### config.mk
export PLATFORM = sky130hd
export DESIGN_NAME = reduce_tree_pipe
export DESIGN_NICKNAME = d
export VERILOG_FILES = /design/src/rtl/reduce_tree_pipe.sv
export SDC_FILE = /design/constraint.sdc
export NUM_CORES = 1
export LEC_CHECK = 0
export ABC_AREA = 1
export CORE_MARGIN = 1
export CORE_UTILIZATION = 47
export CTS_CLUSTER_SIZE = 24
export DETAILED_ROUTE_END_ITERATION = 10
export PLACE_DENSITY = 0.75
export SYNTH_ARGS = -nofsm -noshare
export SYNTH_HDL_FRONTEND = slang
export SYNTH_SLANG_ARGS = --single-unit
### constraint.sdc
create_clock -name clk -period 1.12 [get_ports clk]
set_input_delay 0.224 -clock clk [delete_from_list [all_inputs] [get_ports clk]]
set_output_delay 0.224 -clock clk [all_outputs]
set_load 0.01 [all_outputs]
### src/rtl/reduce_tree_pipe.sv
// reduce_tree_pipe: pipelined N-input AND/OR/XOR/NAND bit reduction.
// The balanced binary tree has one register per level. Backpressure uses
// valid/ready, and an empty stage accepts data even while downstream stalls.
// Optional build macro REDUCE_ACCUM_EN folds multi-beat bursts into one result.
// Node storage is a flat heap: level k (1..L) occupies N>>k bits starting at
// offset N - (N>>(k-1)). The last node bit is the final tree value.
module reduce_tree_pipe #(
   parameter int N = 8
) (
   input  logic         clk,
   input  logic         reset,
   input  logic         in_valid,
   output logic         in_ready,
   input  logic [N-1:0] in_data,
   input  logic [1:0]   op,
   input  logic         in_last,
   output logic         out_valid,
   input  logic         out_ready,
   output logic         out,
   output logic         out_last
);

   localparam int L = $clog2(N);
   localparam logic [1:0] OP_NAND = 2'b11;

   // NAND reduces as AND inside the tree; inversion happens only at the output
   function automatic logic combine(input logic [1:0] o, input logic a, input logic b);
      case (o)
         2'b01:   return a | b;
         2'b10:   return a ^ b;
         default: return a & b;
      endcase
   endfunction

   logic [L-1:0]      valid_q, valid_d;
   logic [L-1:0][1:0] op_q, op_d;
   logic [N-2:0]      part_q, part_d;

   logic [L-1:0]      ready_c;
   logic [L-1:0]      up_vld;
   logic [L-1:0][1:0] up_op;
   logic [N-2:0]      node_c;
   logic [N-2:0]      ld_mask;
   logic [2*N-2:0]    tree_bits;
   logic [1:0]        in_op;

   // Input bits followed by every stored level, so each level has a fixed source offset
   assign tree_bits = {part_q, in_data};

`ifdef REDUCE_ACCUM_EN
   logic [L-1:0] last_q, last_d;
   logic [L-1:0] up_last;
   logic         first_q, first_d;
   logic [1:0]   lock_op_q, lock_op_d;
   logic         acc_q, acc_d;
   logic         acc_has_q, acc_has_d;
`else
   logic         unused_in_last;
   assign unused_in_last = in_last;
`endif

   for (genvar j = 0; j < L; j++) begin : g_stage
      localparam int W   = N >> (j + 1);
      localparam int OFF = N - (N >> j);
      localparam int SRC = 2 * N - 2 * (N >> j);
      if (j == 0) begin : g_head
         assign up_vld[j] = in_valid;
         assign up_op[j]  = in_op;
`ifdef REDUCE_ACCUM_EN
         assign up_last[j] = in_last;
`endif
      end else begin : g_body
         assign up_vld[j] = valid_q[j-1];
         assign up_op[j]  = op_q[j-1];
`ifdef REDUCE_ACCUM_EN
         assign up_last[j] = last_q[j-1];
`endif
      end
      for (genvar i = 0; i < W; i++) begin : g_node
         assign node_c[OFF+i]  = combine(up_op[j], tree_bits[SRC+2*i], tree_bits[SRC+2*i+1]);
         assign ld_mask[OFF+i] = ready_c[j];
      end
   end

   // Ready chain in closed form: a stage can load if out_ready or any stage at/after it is empty
   always_comb begin : p_ready
      logic full;
      full = 1'b1;
      ready_c = '0;
      for (int j = L - 1; j >= 0; j--) begin
         full       = full & valid_q[j];
         ready_c[j] = out_ready | ~full;
      end
      in_ready = ready_c[0];
   end

   // Next-state: every ready stage loads from upstream, stalled stages hold
   always_comb begin
      part_d = (node_c & ld_mask) | (part_q & ~ld_mask);
      for (int j = 0; j < L; j++) begin
         valid_d[j] = ready_c[j] ? up_vld[j] : valid_q[j];
         op_d[j]    = ready_c[j] ? up_op[j]  : op_q[j];
      end
`ifdef REDUCE_ACCUM_EN
      // The op of the first beat in a burst is locked for the rest of that burst
      in_op     = first_q ? op : lock_op_q;
      first_d   = first_q;
      lock_op_d = lock_op_q;
      if (in_valid && in_ready) begin
         first_d = in_last;
         if (first_q) lock_op_d = op;
      end
      for (int j = 0; j < L; j++) begin
         last_d[j] = ready_c[j] ? up_last[j] : last_q[j];
      end
      // Last stage folds tree results; only the closing beat becomes visible
      acc_d     = acc_q;
      acc_has_d = acc_has_q;
      valid_d[L-1] = ready_c[L-1] ? (up_vld[L-1] & up_last[L-1]) : valid_q[L-1];
      if (ready_c[L-1] && up_vld[L-1]) begin
         if (up_last[L-1]) begin
            part_d[N-2] = acc_has_q ? combine(up_op[L-1], acc_q, node_c[N-2]) : node_c[N-2];
            acc_d       = 1'b0;
            acc_has_d   = 1'b0;
         end else begin
            acc_d       = acc_has_q ? combine(up_op[L-1], acc_q, node_c[N-2]) : node_c[N-2];
            acc_has_d   = 1'b1;
            part_d[N-2] = part_q[N-2];
         end
      end
`else
      in_op = op;
`endif
   end

   // State registers; reset drops every in-flight beat and any partial burst
   always_ff @(posedge clk) begin
      if (reset) begin
         valid_q <= '0;
         op_q    <= '0;
         part_q  <= '0;
`ifdef REDUCE_ACCUM_EN
         last_q    <= '0;
         first_q   <= 1'b1;
         lock_op_q <= '0;
         acc_q     <= 1'b0;
         acc_has_q <= 1'b0;
`endif
      end else begin
         valid_q <= valid_d;
         op_q    <= op_d;
         part_q  <= part_d;
`ifdef REDUCE_ACCUM_EN
         last_q    <= last_d;
         first_q   <= first_d;
         lock_op_q <= lock_op_d;
         acc_q     <= acc_d;
         acc_has_q <= acc_has_d;
`endif
      end
   end

   // Output view of the last stage; NAND inversion applied here only
   always_comb begin
      out_valid = valid_q[L-1];
      out       = tree_bits[2*N-2] ^ (op_q[L-1] == OP_NAND);
`ifdef REDUCE_ACCUM_EN
      out_last  = valid_q[L-1] & last_q[L-1];
`else
      out_last  = valid_q[L-1];
`endif
   end

endmodule
==> impl_metrics.ini <==
[synthesis]
yosysSeqAreaShare_pct = 28.2
ys_ff_latch = 16
synth_flop_cell = dfxtp_1
synth.area.top_cells = dfxtp_1 (28%), ha_1 (22%), inv_1 (12%), nand2_1 (11%), nor2_1 (7.6%)
syn_nets = 197
ys_types = 18
synthTopCellsByCount = inv_1 (35), nand2_1 (34), nor2_1 (23), ha_1 (20), dfxtp_1 (16)
synth.most_common_cell = inv_1
yosys_warnings = 0
yosysTopAreaCell = dfxtp_1
synth.top_cell.area_share_pct = 28.2
avgSynthCellArea_um2 = 7.02
syn_area_mm2 = 0.00114
syn_inst = 162
synth-async-reset-ratio_pct = 0
synth_edf_count = 0

[drt]
drt_iter0_drc = 16
wl_per_cell_um = 10.4
num_vias = 1038
dr.pass1.iters = 4
wl_met2_um = 1260
wl_met1_um = 955
drtAntennaViolNets = 0
top_layer = met4
drc = 0
wl_um = 2310
met3WireLength_um = 38
routed_via_density = 4.70

[critical_path]
crit_path_end_kind = primary output
startpoint_type = flip-flop
slowest_delay_ps = 340
r2r_cells = 6
cp_max_fo = 2
crit_chain = nand2_2, xnor2_2, buf_2
path_buf_inv = 1
critPathSlowestCell = dfxtp_2
required_ps = 900
r2r_slack_ps = 40
path_class = reg -> out
arrival_ps = 950
cp_top_family = flip-flops
cp.depth = 3

[finish]
antenna_cells = 0
synthToLayoutAreaGrowth_pct = 35.6
layout-drive-gt1-share_pct = 24.9
seq_area_um2 = 333
multi_input_area_um2 = 729
fillers = 193
nets = 229
final_util_pct = 68.4
post_layout_nonfiller_instances = 221

[clock_network]
cts_tree = done
htreeDepth = 1
cts_sinks = 16
cts_root_buffer = clkbuf_4
cts_buffers = 3
clk_pin_slew_ps = 90
clock_latency_ps = 290
clockBufferDepth = 2

[place]
dpl.hpwl_um = 1670
finalWeightedCongestion = 0.779
port_buffers = 17
placedCellCount = 212

[min_path]
hold_path_class = in -> reg
min_delay_path_depth = 3

[timing]
hold_viol_final = 0
max-slew-margin-rel_pct = 86.1
rsz0062_at_grt = true
worst_pin_slew_ps = 208
clock_skew_ps = 1.17
setup_viol = 2
finalCritPeriodShare_pct = 105
slew_viol_final = 0
setup_ws_ps = -53.6
fmax_ghz = 0.852
period_needed_ps = 1170

[flow_run]
drv_cap = 0

[global_route]
grt_overflow = 0
grt_pass1_wl_um = 3650
first_global_vias = 979
grt_usage_pct = 18.7
grt_max_degree = 10
antenna_found_initial = 0

[floorplan]
initial_core_util_pct = 50.4
num_rows = 17
fp.dieH_um = 51.2
die_x_um = 51.2
dieArea_mm2 = 0.00262
ios = 19
core_mm2 = 0.00225

[pwr]
peakVddDrop_v = 0.000715
power_density_mw_per_mm2 = 832
p_leak_uw = 0.000865

[run_status]
violations = setup timing
status = finished with violations
==> logic make-up after synthesis <==
logic type | share of synthesized area (%)
fa+ha+maj | 22.0
simple gates | 25.1
xor+xnor | 0.770
buf+inv | 14.5
flops | 28.2
compound gates | 9.46
==> stage by stage <==
stage	instance area, um^2	total power, uW	setup WS, ps	setup TNS [ps]	hold slack [ps]
final	1540	1280	-53.6	-61.1	307
after CTS	1460	1280	-81.4	-112	432
after floorplan	1140	770	45.2	0	296
after detailed placement	1380	883	-507	-5000	495
after global placement	1380	868	-503	-4580	490
after global routing	1540	1360	-129	-238	317
==> layer usage <==
metal	vias to the layer above	global-route usage [%]
met5	-	0
met2	15	36.0
met1	470	18.3
li1	548	-
met4	0	12.5
met3	5	2.08
==> worst register-to-register path: cells and delay by family, from the launching register on <==
family | cells | cell delay (ps)
compound gates | 1 | 110
simple gates | 3 | 260
buf+inv | 2 | 250
flops | 1 | 390
==> what timing repair did <==
item                       4_1_cts  5_1_grt
pin swaps                        3        8
gates resized for setup         31       22
buffers inserted                 3        1
hold buffers                     0        0
cloned                           1        0
setup endpoints to repair       12       11
==> final timing paths <==
| check | endpoint | from |
|---|---|---|
| worst min-delay path | op_q[1] | op[1] |
| worst min register to register | op_q[5] | op_q[3] |
| worst max register to register | flip-flop | valid_q[2] |
| worst max-delay path | out | op_q[5] |
==> final cells by class <==
type | instances | area share, %
inverter | 35 | 8.52
timing repair buffer | 30 | 18.0
clock buffer | 4 | 2.35
tap | 28 | 2.27
multi-input combinational | 108 | 47.3
sequential | 16 | 21.6
==> layout by cell type, fill, tap and decap left out <==
cell / instances
a21oi_1: 5
buf_4: 12
dfxtp_2: 7
dlymetal6s2s_1: 9
xnor2_2: 1
o21ai_0: 8
dlygate4sd2_1: 2
buf_2: 3
dfxtp_4: 1
clkdlybuf4s50_1: 2
nor2_4: 2
inv_2: 2
clkbuf_8: 1
nor2_2: 3
buf_6: 2
nor2_1: 22
ha_4: 3
nand3_1: 4
nand2_1: 33
clkbuf_4: 3
a21oi_2: 5
o21ai_1: 2
ha_1: 17
nand2_4: 1
nand4_4: 1
inv_1: 33
dfxtp_1: 8
nand2_2: 1
==> report_power, final <==
| group | internal (uW) | switching [uW] | total [uW] |
|---|---|---|---|
| Clock | 198 | 187 | 385 |
| Sequential | 598 | 21.3 | 619 |
| Combinational | 138 | 141 | 279 |
(Power assumes the default switching activity.)
